===== src/rtl/sram_ctrl_pkg.sv =====
// Shared widths and power-state encoding for the SRAM port arbiter slice.
// Latency: n/a (types and constants only).
// Backpressure: n/a.
package sram_ctrl_pkg;

    localparam int SRAM_ADDR_W = 11;
    localparam int SRAM_DATA_W = 32;
    localparam int SRAM_DEPTH  = 2048;

    typedef enum logic [1:0] {
        ACTIVE = 2'd0,
        SLEEP  = 2'd1,
        WAKE   = 2'd2
    } pwr_state_t;

endpackage


===== src/rtl/sram_port_arbiter_if.sv =====
// Requester-side request/response bundle for the SRAM port arbiter.
// Latency: read response one cycle after the request transfer.
// Backpressure: req_ready per requester; valid held until its transfer.
interface sram_port_arbiter_if #(
    parameter int NUM_REQ = 2
) ();
    import sram_ctrl_pkg::*;

    logic [NUM_REQ-1:0]             req_valid;
    logic [NUM_REQ-1:0]             req_ready;
    logic [NUM_REQ-1:0]             req_we;
    logic [NUM_REQ*SRAM_ADDR_W-1:0] req_addr;
    logic [NUM_REQ*SRAM_DATA_W-1:0] req_wdata;
    logic [NUM_REQ-1:0]             resp_valid;
    logic [SRAM_DATA_W-1:0]         resp_rdata;

    // Requesters drive the request fields and observe grant/response.
    modport master (
        output req_valid, req_we, req_addr, req_wdata,
        input  req_ready, resp_valid, resp_rdata
    );

    // The arbiter consumes requests and produces grant/response.
    modport slave (
        input  req_valid, req_we, req_addr, req_wdata,
        output req_ready, resp_valid, resp_rdata
    );

endinterface


===== src/rtl/rr_arbiter.sv =====
// Round-robin one-hot arbiter; search starts just after the last winner.
// Latency: combinational grant; pointer moves on the edge after a transfer.
// Backpressure: pointer only advances when the caller signals a transfer.
module rr_arbiter #(
    parameter int N = 2
) (
    input  logic         clk,
    input  logic         rst,
    input  logic [N-1:0] req,
    input  logic         advance,
    output logic [N-1:0] grant
);

    localparam int              PTR_W = (N > 1) ? $clog2(N) : 1;
    localparam logic [PTR_W-1:0] LAST = PTR_W'(N - 1);

    // ptr is the first requester searched, i.e. (last winner + 1) mod N.
    logic [PTR_W-1:0] ptr;
    logic [PTR_W-1:0] idx;
    logic [PTR_W-1:0] gnt_idx;
    logic             found;

    // Rotate the search from ptr and take the first active request.
    always_comb begin
        grant   = '0;
        gnt_idx = '0;
        idx     = '0;
        found   = 1'b0;
        for (int i = 0; i < N; i++) begin
            idx = PTR_W'((int'(ptr) + i) % N);
            if (!found && req[idx]) begin
                grant[idx] = 1'b1;
                gnt_idx    = idx;
                found      = 1'b1;
            end
        end
    end

    // Move the search start past the winner only when the grant was used.
    always_ff @(posedge clk) begin
        if (rst) begin
            ptr <= '0;
        end else if (advance && found) begin
            ptr <= (gnt_idx == LAST) ? '0 : gnt_idx + 1'b1;
        end
    end

endmodule


===== src/rtl/sram_port_arbiter.sv =====
// Shares one single-port SRAM macro between NUM_REQ requesters, with retention sleep.
// Latency: request drives the macro combinationally; read data one cycle after transfer.
// Backpressure: one req_ready per cycle; none while asleep, waking, entering sleep or in reset.
module sram_port_arbiter
    import sram_ctrl_pkg::*;
#(
    parameter int         NUM_REQ     = 2,
    parameter int         WAKE_CYCLES = 2,
    parameter logic [2:0] EMA_VAL     = 3'b000
) (
    input  logic                   clk,
    input  logic                   rst,
    sram_port_arbiter_if.slave     req_if,
    input  logic                   sleep_req,
    output logic                   sleep_ack,
    output logic                   sram_cen,
    output logic                   sram_wen,
    output logic [SRAM_ADDR_W-1:0] sram_addr,
    output logic [SRAM_DATA_W-1:0] sram_d,
    output logic [2:0]             sram_ema,
    output logic                   sram_retn,
    input  logic [SRAM_DATA_W-1:0] sram_q
);

    // Final wake count; unused when WAKE_CYCLES is 0 because SLEEP skips WAKE.
    localparam logic [3:0] WAKE_LAST = (WAKE_CYCLES == 0) ? 4'd0 : 4'(WAKE_CYCLES - 1);

    pwr_state_t             state;
    pwr_state_t             state_nxt;
    logic [3:0]             wake_cnt;
    logic                   grant_en;
    logic [NUM_REQ-1:0]     arb_req;
    logic [NUM_REQ-1:0]     grant;
    logic [NUM_REQ-1:0]     resp_q;
    logic                   xfer;
    logic                   sel_we;
    logic [SRAM_ADDR_W-1:0] sel_addr;
    logic [SRAM_DATA_W-1:0] sel_wdata;
    logic [SRAM_ADDR_W-1:0] addr_q;
    logic [SRAM_DATA_W-1:0] d_q;

    // Requests reach the arbiter only when the power FSM allows a grant.
    assign arb_req = req_if.req_valid & {NUM_REQ{grant_en}};
    assign xfer    = |grant;

    rr_arbiter #(
        .N(NUM_REQ)
    ) u_arb (
        .clk     (clk),
        .rst     (rst),
        .req     (arb_req),
        .advance (xfer),
        .grant   (grant)
    );

    // Power state register.
    always_ff @(posedge clk) begin
        if (rst) begin
            state <= ACTIVE;
        end else begin
            state <= state_nxt;
        end
    end

    // Next state and power-side outputs; sleep_req in ACTIVE blocks the grant that cycle.
    always_comb begin
        state_nxt = state;
        grant_en  = 1'b0;
        sram_retn = 1'b1;
        sleep_ack = 1'b0;
        unique case (state)
            ACTIVE: begin
                if (sleep_req) begin
                    state_nxt = SLEEP;
                end else begin
                    grant_en = ~rst;
                end
            end
            SLEEP: begin
                sram_retn = 1'b0;
                sleep_ack = 1'b1;
                if (!sleep_req) begin
                    state_nxt = (WAKE_CYCLES == 0) ? ACTIVE : WAKE;
                end
            end
            WAKE: begin
                if (wake_cnt == WAKE_LAST) begin
                    state_nxt = ACTIVE;
                end
            end
            default: state_nxt = ACTIVE;
        endcase
        if (rst) begin
            sram_retn = 1'b1;
        end
    end

    // Wake timer: zero outside WAKE so each wake starts from a cleared count.
    always_ff @(posedge clk) begin
        if (rst || state != WAKE) begin
            wake_cnt <= '0;
        end else begin
            wake_cnt <= wake_cnt + 1'b1;
        end
    end

    // Route the winner's fields to the macro; keep the last address/data when idle.
    always_comb begin
        sel_we    = 1'b0;
        sel_addr  = addr_q;
        sel_wdata = d_q;
        for (int i = 0; i < NUM_REQ; i++) begin
            if (grant[i]) begin
                sel_we    = req_if.req_we[i];
                sel_addr  = req_if.req_addr[i*SRAM_ADDR_W +: SRAM_ADDR_W];
                sel_wdata = req_if.req_wdata[i*SRAM_DATA_W +: SRAM_DATA_W];
            end
        end
    end

    // Remember the last driven address/data so the macro pins stay quiet when idle.
    always_ff @(posedge clk) begin
        if (rst) begin
            addr_q <= '0;
            d_q    <= '0;
        end else if (xfer) begin
            addr_q <= sel_addr;
            d_q    <= sel_wdata;
        end
    end

    // A granted read owes its requester a response in the following cycle.
    always_ff @(posedge clk) begin
        if (rst) begin
            resp_q <= '0;
        end else begin
            resp_q <= grant & ~req_if.req_we;
        end
    end

    assign sram_cen  = ~xfer;
    assign sram_wen  = ~(xfer & sel_we);
    assign sram_addr = sel_addr;
    assign sram_d    = sel_wdata;
    assign sram_ema  = EMA_VAL;

    // Reset in the response cycle cancels the response.
    assign req_if.req_ready  = grant;
    assign req_if.resp_valid = resp_q & {NUM_REQ{~rst}};
    assign req_if.resp_rdata = sram_q;

endmodule


===== src/flat_wrapper.sv =====
// flat-port wrapper written by rule: the top's interface ports become plain ports
module sram_port_arbiter_flat import sram_ctrl_pkg::*;
#(
    parameter int         NUM_REQ     = 2,
    parameter int         WAKE_CYCLES = 2,
    parameter logic [2:0] EMA_VAL     = 3'b000
)
  (clk, rst, sleep_req, sleep_ack, sram_cen, sram_wen, sram_addr, sram_d, sram_ema, sram_retn, sram_q, req_if_req_valid, req_if_req_we, req_if_req_addr, req_if_req_wdata, req_if_req_ready, req_if_resp_valid, req_if_resp_rdata);
  sram_port_arbiter_if #(.NUM_REQ(NUM_REQ)) req_if_i ();
  input  logic clk;
  input  logic rst;
  input  logic sleep_req;
  output logic sleep_ack;
  output logic sram_cen;
  output logic sram_wen;
  output logic [SRAM_ADDR_W-1:0] sram_addr;
  output logic [SRAM_DATA_W-1:0] sram_d;
  output logic [2:0] sram_ema;
  output logic sram_retn;
  input  logic [SRAM_DATA_W-1:0] sram_q;
  input wire logic [$bits(req_if_i.req_valid)-1:0] req_if_req_valid;
  input wire logic [$bits(req_if_i.req_we)-1:0] req_if_req_we;
  input wire logic [$bits(req_if_i.req_addr)-1:0] req_if_req_addr;
  input wire logic [$bits(req_if_i.req_wdata)-1:0] req_if_req_wdata;
  output wire logic [$bits(req_if_i.req_ready)-1:0] req_if_req_ready;
  output wire logic [$bits(req_if_i.resp_valid)-1:0] req_if_resp_valid;
  output wire logic [$bits(req_if_i.resp_rdata)-1:0] req_if_resp_rdata;
  assign req_if_i.req_valid = req_if_req_valid;
  assign req_if_i.req_we = req_if_req_we;
  assign req_if_i.req_addr = req_if_req_addr;
  assign req_if_i.req_wdata = req_if_req_wdata;
  assign req_if_req_ready = req_if_i.req_ready;
  assign req_if_resp_valid = req_if_i.resp_valid;
  assign req_if_resp_rdata = req_if_i.resp_rdata;
  sram_port_arbiter #(.NUM_REQ(NUM_REQ), .WAKE_CYCLES(WAKE_CYCLES), .EMA_VAL(EMA_VAL)) u_core (.clk(clk), .rst(rst), .req_if(req_if_i), .sleep_req(sleep_req), .sleep_ack(sleep_ack), .sram_cen(sram_cen), .sram_wen(sram_wen), .sram_addr(sram_addr), .sram_d(sram_d), .sram_ema(sram_ema), .sram_retn(sram_retn), .sram_q(sram_q));
endmodule

===== config.mk =====
export PLATFORM = sky130hd
export DESIGN_NAME = sram_port_arbiter_flat
export DESIGN_NICKNAME = d
export VERILOG_FILES = /design/src/rtl/sram_ctrl_pkg.sv /design/src/rtl/sram_port_arbiter_if.sv /design/src/rtl/rr_arbiter.sv /design/src/rtl/sram_port_arbiter.sv /design/src/flat_wrapper.sv
export SDC_FILE = /design/constraint.sdc
export NUM_CORES = 1
export LEC_CHECK = 0
export ABC_AREA = 0
export BUFFER_PORTS_ARGS = -buffer_cell sky130_fd_sc_hd__buf_4
export CAP_MARGIN = 30
export CORE_ASPECT_RATIO = 0.9
export CORE_MARGIN = 5
export CORE_UTILIZATION = 44
export CTS_CLUSTER_SIZE = 40
export DETAILED_ROUTE_END_ITERATION = 7
export HOLD_SLACK_MARGIN = 0.03
export PLACE_DENSITY = 0.82
export SLEW_MARGIN = 20
export SYNTH_ARGS = -nofsm -noshare
export SYNTH_HDL_FRONTEND = slang
export SYNTH_HIERARCHICAL = 1
export SYNTH_SLANG_ARGS = --single-unit

===== constraint.sdc =====
create_clock -name clk -period 2.4 [get_ports clk]
set_clock_uncertainty 0.1 [all_clocks]
set_input_delay 0.12 -clock clk [delete_from_list [all_inputs] [get_ports clk]]
set_output_delay 0.12 -clock clk [all_outputs]
set_load 0.005 [all_outputs]

**Yosys cells after proc, flatten, opt, wreduce, memory -nomap -nowiden**

Index checks and enable logic that the tools add are counted.

- Flip-flop bits (word level): 52

- Muxes and demuxes: 30
- Bitwise logic cells: 9
- Order comparisons: 4
- Reductions and logical operators: 9
- Equality and inequality tests: 7
- Add/subtract/negate cells: 3

Operators with widths:

| operator | count |
|---|---|
| two-way mux 32 bit | 2 |
| two-way mux 11 bit | 2 |
| two-way mux 1 bit | 18 |
| two-way mux 2 bit | 5 |
| AND 2 bit | 3 |
| != test 2 bit (second input constant) | 3 |
| case mux 2 bit (3 select lines) | 1 |
| adder 4 x 1 -> 4 bit (second input constant) | 1 |
| == test 4 x 1 -> 1 bit (second input constant) | 1 |
| logical AND 1 bit | 4 |
| less-than comparator 1 x 2 -> 1 bit (second input constant) | 2 |
| NOT 1 bit | 3 |
| AND reduction 3 bit | 1 |
| adder 1 bit (second input constant) | 2 |
| demux 1 bit (select 1 bit) | 2 |
| == test 2 x 1 -> 1 bit (second input constant) | 1 |
| == test 2 bit (second input constant) | 1 |
| greater-or-equal comparator 1 bit (second input constant) | 2 |
| zero test 2 bit | 1 |
| != test 2 x 1 -> 1 bit (second input constant) | 1 |
| NOT 2 bit | 1 |
| bitwise OR 2 bit | 1 |
| OR reduction 2 bit | 1 |
| AND 1 bit | 1 |
| 2 further kinds | 2 |

**Depth between registers and ports, before layout**

Gate-level depths: netlist of the first run.

- Depth in word-level cells: 14
- Gate-level depth with buffers: 10
- Depth with buffers taken out: 6

**Hierarchy**

The synthesis of the first run kept the hierarchy.

Modules (own cells, without submodules):

| module | cells each | area each (sq um) | times used |
|---|---|---|---|
| sram_port_arbiter | 406 | 3,319.4 | 1 |
| rr_arbiter | 7 | 65.1 | 1 |

**Worst setup path after synthesis of the first run**

Ideal clock, no wire load.

- Path kind: flip-flop to flip-flop
- From: register u_core.state[1]
- To: register u_core.addr_q[0]
- Path buffers: 1
- Data required time: 2.156 ns
- Path slack: 0.098 ns
- Period minus slack after synthesis: 2.302 ns
- Data arrival time: 2.058 ns
- Stages on the path, launching flop included: 8
- Cells stage by stage: dfxtp_1 nor4_1 and2_1 a21boi_0 buf_2 nor2b_1 a211oi_1 nor4_2

- Longest elaborated chain between the ends: 11
- Elaborated cells between the ends (all ways): 16
- Classes of those cells: mux (10); bitwise (2); reduce/logical (4)

RTL lines:

| item | line | text |
|---|---|---|
| start, declared | sram_port_arbiter.sv:28 | `pwr_state_t state;` |
| start signal, assigned | sram_port_arbiter.sv:61 | `state <= state_nxt;` |
| zero test 2 bit (*) | sram_port_arbiter.sv:71 | `unique case (state)` |
| two-way mux 1 bit (*) | sram_port_arbiter.sv:71 |  |
| AND 2 bit (*) | sram_port_arbiter.sv:43 | `assign arb_req = req_if.req_valid & {NUM_REQ{grant_en}};` |
| via u_core.arb_req[0] | sram_port_arbiter.sv:32 | `logic [NUM_REQ-1:0] arb_req;` |
| two-way mux 1 bit (not written as such) (2 in a row) | rr_arbiter.sv:31 | `if (!found && req[idx]) begin` |
| two-way mux 1 bit | rr_arbiter.sv:31 |  |
| zero test 1 bit | rr_arbiter.sv:31 |  |
| logical AND 1 bit | rr_arbiter.sv:31 |  |
| two-way mux 2 bit (*) | rr_arbiter.sv:31 |  |
| via req_if_req_ready[0] | flat_wrapper.sv:25 | `output wire logic [$bits(req_if_i.req_ready)-1:0] req_if_req_ready;` |
| two-way mux 11 bit (2 in a row) | sram_port_arbiter.sv:113 | `if (grant[i]) begin` |
| end signal, assigned | sram_port_arbiter.sv:127 | `addr_q <= sel_addr;` |
| end, declared | sram_port_arbiter.sv:39 | `logic [SRAM_ADDR_W-1:0] addr_q;` |

The timed path passes the listed nets; every way through them passes the cells marked *. The select of a mux whose other input is x is not followed.
A chain may end at the register's enable or synchronous reset.

**Worst setup path after layout of the first run**

- From: register u_core.state[0]
- To: output port sram_d[16]

- Longest elaborated chain between the ends: 11
- Elaborated cells between the ends (all ways): 15
- Classes of those cells: mux (10); bitwise (2); reduce/logical (3)

RTL lines:

| item | line | text |
|---|---|---|
| zero test 2 bit (*) | sram_port_arbiter.sv:71 |  |
| two-way mux 1 bit (*) | sram_port_arbiter.sv:71 |  |
| AND 2 bit (*) | sram_port_arbiter.sv:43 |  |
| via u_core.arb_req[0] | sram_port_arbiter.sv:32 |  |
| two-way mux 1 bit (not written as such) (2 in a row) | rr_arbiter.sv:31 |  |
| two-way mux 1 bit | rr_arbiter.sv:31 |  |
| zero test 1 bit | rr_arbiter.sv:31 |  |
| logical AND 1 bit | rr_arbiter.sv:31 |  |
| two-way mux 2 bit (*) | rr_arbiter.sv:31 |  |
| two-way mux 32 bit | sram_port_arbiter.sv:113 |  |
| two-way mux 32 bit (*) | sram_port_arbiter.sv:113 |  |
| end, declared | flat_wrapper.sv:17 | `output logic [SRAM_DATA_W-1:0] sram_d;` |

Marked as above.

==> results of run 1 <==
## power groups by stage
stage	clock network, W	logic [W]	registers (W)
finish	0.000520	0.000659	0.000882
global route	0.000574	0.000705	0.000884
CTS	0.000535	0.000551	0.000881
detailed placement	0	0.000466	0.000901
global placement	0	0.000458	0.000900
floorplan	0	0.000262	0.000899
## per-layer routing
metal | GRT usage, % | up-vias | wire (um)
met5 | 0 | - | 0
met4 | 6.12 | 0 | 136
met1 | 23.3 | 1618 | 4210
met2 | 36.2 | 121 | 5740
li1 | - | 1644 | -
met3 | 4.47 | 21 | 674
## cell usage after synthesis, types with 2 or more instances
cell and count:
a211oi_1 34, nor4_1 13, clkbuf_1 12, inv_1 3, nor3b_1 3, a21boi_0 2
buf_2 11, buf_6 2, ha_1 2, nor2_1 94, a211oi_2 9, dfxtp_1 52
and2_1 3, nand2_1 3, buf_4 39, nor4_2 31, nor2b_1 89
## cells by family (layout without fill, tap and decap cells)
family                   after synthesis  in the layout  share of synthesized area [%]
other                                  1              3                          0.111
flip-flops                            52             52                           30.8
AO/OA/AOI/OAI                         49             49                           12.3
AND/OR/NAND/NOR                      239            239                           42.8
adder cells (fa/ha/maj)                2              2                          0.739
XOR/XNOR                               2              2                          0.518
buffers and inverters                 68            211                           12.8
## worst reg2reg max path, delay by kind of cell, from the launching register on
| family | cells | cell delay, ns |
|---|---|---|
| and+or+nand+nor | 5 | 0.98 |
| AOI/OAI and AO/OA | 1 | 0.20 |
| buffers and inverters | 2 | 0.48 |
| DFF | 1 | 0.35 |
## registers in the layout, summed over array words and instances, names as in the netlist, named ones only
name             flops
u_core/d_q          32
u_core/state         2
u_core/resp_q        2
u_core/addr_q       11
u_core/wake_cnt      4
## worst min path at each step
| stage | start | to | cells after the start |
|---|---|---|---|
| global route | req_if_req_wdata[59] | u_core/d_q[27] | 3 |
| finish | req_if_req_wdata[59] | u_core/d_q[27] | 3 |
| floorplan | rst | register | 1 |
| global placement | sram_q[10] | req_if_resp_rdata[10] | 0 |
| CTS | req_if_req_wdata[57] | u_core/d_q[25] | 3 |
| detailed placement | sram_q[10] | req_if_resp_rdata[10] | 0 |
## what timing repair did
action	in CTS	in global routing
hold buffers	3	2
buffers inserted	9	22
endpoints found under the setup margin	43	44
gates cloned	4	6
pin swaps	8	38
resized for setup	55	68
endpoints found under the hold margin	4	2
## through the flow
step	cell area, sq um	setup slack [ns]	util [%]
6_report	5520	-0.0283	73.5
2_1_floorplan	3390	0.0981	-
4_1_cts	4920	-0.00518	65.6
5_1_grt	5520	-0.155	73.5
3_5_place_dp	4330	0.104	57.7
3_3_place_gp	4330	0.244	57.7
## area by class of cell
class | instances | share of cell area (%)
multi-input cells | 295 | 43.8
inverters | 3 | 0.204
well taps | 96 | 2.18
clock buffers | 5 | 1.25
clock inverters | 3 | 0.431
flip-flops and latches | 52 | 18.9
repair buffers | 200 | 33.2
==> run_results.csv, run 1 <==
group,metric,value,unit
status,status,"complete, but fails checks",
status,failed_checks,"negative setup slack",
cts,cts_buffer_depth,2,
die,fp.dieW,102,um
critical_path,worstSetupEndpoint,"sram_d[16]",
die,initial_core_util,45.1,%
min_path,hp-class,"input port to register",
critical_path,slowest_stage,"dfxtp_2",
drt,first_iter_violations,104,
logic_synthesis,synth.top_cell.area_share,30.8,%
critical_path,cp_max_fo,15,
critical_path,cp_slowest_stage_delay,0.35,ns
timing,period_share,101,%
logic_synthesis,synth.distinct_cells,28,
timing,whs,0.0354,ns
logic_synthesis,async_flop_share,0,%
cts,cts_buffers,5,
layout,final_common_cell,"buf_4",
critical_path,cp_num_buf_inv,3,
logic_synthesis,synth_top_area_cell,"dfxtp_1",
logic_synthesis,synth_area_leaders,"dfxtp_1 (31%), nor2b_1 (16%), nor4_2 (11%), nor2_1 (10%), buf_4 (8.7%)",
layout,multi_input_area,2420,sq um
job,maxCapViolCount,0,
critical_path,critPathArrivalTime,2.21,ns
timing,rsz0062_at_grt,"yes",
place,dp_hpwl,6240,um
logic_synthesis,synth_edf_count,0,
pwr,p_int,0.00145,W
cts,htree_levels,2,
pwr,sw_frac_of_total,29.7,%
layout,mostFrequentLayoutCells,"buf_4 (171), nor2_1 (90), nor2b_1 (52)",
place,place_inst,600,
critical_path,rr_worst_depth,8,
critical_path,startpoint,"u_core/state[0]",
cts,clkLatencyLatePin,0.31,ns
place,place_congestion,0.759,
drt,routed_wirelength,10800,um
die,core.rowCount,30,
layout,fillers,534,
timing,slew_viol_final,0,
logic_synthesis,syn_avg_cell_area,8.19,sq um
drt,ant_nets,0,
global_routing,grt_max_degree,52,
logic_synthesis,ys.warnings.count,6,
layout,antennaDiodeCount,0,
critical_path,ff2ff_setup_slack,0.19,ns
logic_synthesis,synthFlopType,"dfxtp_1",
critical_path,path_delay_family,"simple AND/OR/NAND/NOR gates",
die,die-area,9550,sq um
pwr,total_power,0.00206,W
timing,period_needed,2.43,ns
pwr,power.density,374,nW/um^2
critical_path,rr_startpoint,"u_core/state[0]",
drt,drc,0,
layout,final-instance-count-excl-fill,654,
die,die-height,93.2,um
timing,setup-tns-final,-0.0452,ns
drt,avgRoutedWirePerCell,16.5,um
global_routing,antenna_found_initial,0,
pwr,vdd_drop_max,0.000241,V
die,coreArea,7510,sq um
timing,worstMarginPinSlew,0.759,ns
pwr,power.share.clock,25.2,%
drt,vias,3404,
global_routing,grt_overflow,0,
critical_path,reg2reg_to,"u_core/d_q[26]",
logic_synthesis,syn_inst,413,
cts,cts_tree,"yes",
drt,via_per_inst,5.20,
timing,clock.fmax,412,MHz
layout,nNetsFinal,684,
timing,maxSlewHeadroom,49.4,%
cts,root_buffer,"clkbuf_8",
layout,register_area,1040,sq um
timing,hold_viol,0,
pwr,pwr-share-comb,32.0,%
layout,layout-drive-gt1-share,58.6,%
critical_path,crit_path_cell_trace,"nor4_4, and2_4, a21boi_4, buf_12, buf_16, nor2b_1, a211oi_2, nor2_1, buf_4",
drt,first_pass_iters,4,
critical_path,cp-end-kind,"output pin",
place,io_buffers,143,
cts,cts_sinks,52,
layout,synthToLayoutAreaGrowth,63.0,%
critical_path,crit_cells,9,
pwr,p_seq_share,42.8,%
critical_path,critPathLaunchType,"register",
logic_synthesis,synth_area,3380,sq um
cts,clk_pin_slew_worst_paths,0.10,ns
logic_synthesis,ys_seq_area_share,30.8,%
logic_synthesis,ys_seq_elements,52,
die,io-pin-count,211,
critical_path,cp.required,2.18,ns
global_routing,grt_pass1_vias,3352,
global_routing,grt_use_total,20.0,%
pwr,power.leakage,2.28,nW
pwr,p_sw,0.000612,W
timing,finalSetupViolations,3,
global_routing,grt_pass1_wl,15500,um
critical_path,critPathKind,"register to output pin",
timing,worst_slack,-0.0283,ns
(Power assumes the default switching activity.)
==> run 2, diff against run 1 <==
- SKIP_LAST_GASP: unset -> 1
==> run 2 against run 1 <==
  * The run still ends with negative setup slack left
  * Setup slack worse by 0.0064 ns
  * Sequential cell count unchanged
  * Sequential power barely moved
  * Die area unchanged
  * Worst hold slack lost 0.0045 ns
  * Power rose by 0.45%
  * Count of clock-buffer cells in the layout is the same
  * Combinational power grew 2%
  * Register-to-register slack worse by 0.02 ns
  * Global-route usage increased by 0.062 points
  * Utilization increased by 0.57 points
==> run_results.csv, run 2 (synthesized netlist as in run 1, its figures left out) <==
group,metric,value,unit
status,failed_checks,"negative setup slack",
layout,multi_input_area,2390,sq um
layout,nNetsFinal,691,
layout,final_common_cell,"buf_4",
pwr,total_power,0.00207,W
global_routing,grt_use_total,20.1,%
pwr,p_int,0.00146,W
pwr,power.leakage,2.30,nW
pwr,vdd_drop_max,0.000245,V
cts,cts_sinks,52,
global_routing,grt_overflow,0,
layout,largest_reg_flops,32,
drt,first_pass_iters,4,
pwr,pwr-share-comb,32.4,%
layout,antennaDiodeCount,0,
place,dp_hpwl,6240,um
critical_path,cp.required,2.18,ns
drt,first_iter_violations,71,
timing,period_needed,2.43,ns
cts,clk_pin_slew_worst_paths,0.10,ns
layout,mostFrequentLayoutCells,"buf_4 (176), nor2_1 (91), nor2b_1 (54)",
pwr,p_seq_share,42.6,%
layout,layout-drive-gt1-share,57.9,%
global_routing,grt_pass1_wl,15600,um
critical_path,startpoint,"u_core/state[0]",
layout,largest-register,"u_core/d_q",
place,place_congestion,0.759,
global_routing,antenna_found_initial,0,
place,place_ws,0.104,ns
critical_path,rr_worst_depth,9,
drt,vias,3491,
layout,stdcell_area,5560,sq um
cts,cts_tree,"yes",
min_path,hold_end,"u_core/d_q[27]",
drt,routed_wirelength,11000,um
critical_path,cp-end-kind,"output pin",
layout,fillers,530,
die,coreArea,7510,sq um
timing,setup-tns-final,-0.0507,ns
pwr,power.density,372,nW/um^2
job,maxCapViolCount,0,
die,die-height,93.2,um
cts,clkLatencyLatePin,0.31,ns
critical_path,reg2reg_to,"u_core/d_q[16]",
pwr,p_sw,0.000613,W
cts,cts_buffers,5,
pwr,power.share.clock,25.0,%
layout,synthToLayoutAreaGrowth,64.3,%
timing,clock.fmax,411,MHz
timing,maxSlewHeadroom,49.7,%
die,io-pin-count,211,
critical_path,critPathArrivalTime,2.21,ns
timing,worst_slack,-0.0348,ns
die,initial_core_util,45.1,%
critical_path,critPathKind,"register to output pin",
pwr,sw_frac_of_total,29.6,%
critical_path,rr_startpoint,"u_core/state[0]",
drt,drc,0,
min_path,hp-class,"input port to register",
global_routing,grt_max_degree,52,
timing,slew_viol_final,0,
timing,worstMarginPinSlew,0.754,ns
timing,finalSetupViolations,2,
place,dpl_cell_area,4330,sq um
layout,utilization,74.1,%
cts,htree_levels,2,
drt,ant_nets,0,
layout,reg.largest.list,"u_core/d_q: 32 flops, u_core/addr_q: 11 flops, u_core/wake_cnt: 4 flops",
min_path,holdCritStartpoint,"req_if_req_wdata[59]",
min_path,whs_path_depth,3,
cts,root_buffer,"clkbuf_8",
drt,avgRoutedWirePerCell,16.6,um
cts,cts_buffer_depth,2,
timing,hold_viol,0,
timing,rsz0062_at_grt,"yes",
critical_path,cp_max_fo,22,
layout,register_area,1040,sq um
die,fp.dieW,102,um
place,io_buffers,143,
status,status,"complete, but fails checks",
global_routing,grt_pass1_vias,3354,
die,die-area,9550,sq um
drt,via_per_inst,5.28,
die,core.rowCount,30,
critical_path,ff2ff_setup_slack,0.17,ns
timing,period_share,101,%
critical_path,critPathLaunchType,"register",
## run 2: final cells by class
| cell class | count | share of cell area [%] |
|---|---|---|
| multi-input combinational | 295 | 43.1 |
| timing repair buffer | 207 | 34.1 |
| sequential | 52 | 18.7 |
| tap | 96 | 2.16 |
| clock buffer | 5 | 1.24 |
| clock inverter | 3 | 0.428 |
| inverter | 3 | 0.203 |
## run 2: through the flow
stage                     std cells  hold WS, ns
final                           661       0.0309
after global routing            661       0.0336
after CTS                       624       0.0411
after detailed placement        600        0.140
after global placement          600        0.140
after floorplan                 415       0.0824
## run 2: repair_timing
item,4_1_cts,5_1_grt
hold buffers,3,5
pin swaps,8,46
endpoints found under the setup margin,43,44
buffers inserted,9,26
gates resized for setup,54,64
cloned,4,6
endpoints found under the hold margin,4,5
## run 2: per-layer routing
layer | wire (um) | vias to the layer above | GRT usage [%]
met3 | 707 | 29 | 4.40
li1 | - | 1652 | -
met4 | 236 | 0 | 6.01
met1 | 4240 | 1671 | 23.3
met2 | 5780 | 139 | 36.5
met5 | 0 | - | 0
## run 2: worst max path at each step
stage	to	slack [ns]	depth (start not counted)
finish	sram_d[7]	-0.03	8
detailed placement	sram_addr[3]	0.10	8
global placement	sram_addr[3]	0.24	8
CTS	sram_d[24]	-0.006	8
global route	sram_d[7]	-0.18	8
floorplan	u_core/addr_q[0]	0.1	7
## run 2: worst max-delay path, cell delays in order (launching register included)
cell,delay [ns]
dfxtp_2,0.35
nor4_4,0.30
and2_4,0.23
a21boi_4,0.20
buf_4,0.14
buf_12,0.15
nor2b_1,0.29
nor2_1,0.09
buf_4,0.14
## run 2: power groups by stage
stage	clock [W]	combinational, W	sequential (W)
2_1_floorplan	0	0.000262	0.000899
3_3_place_gp	0	0.000458	0.000900
3_5_place_dp	0	0.000466	0.000901
4_1_cts	0.000535	0.000551	0.000881
5_1_grt	0.000572	0.000717	0.000884
6_report	0.000517	0.000671	0.000882
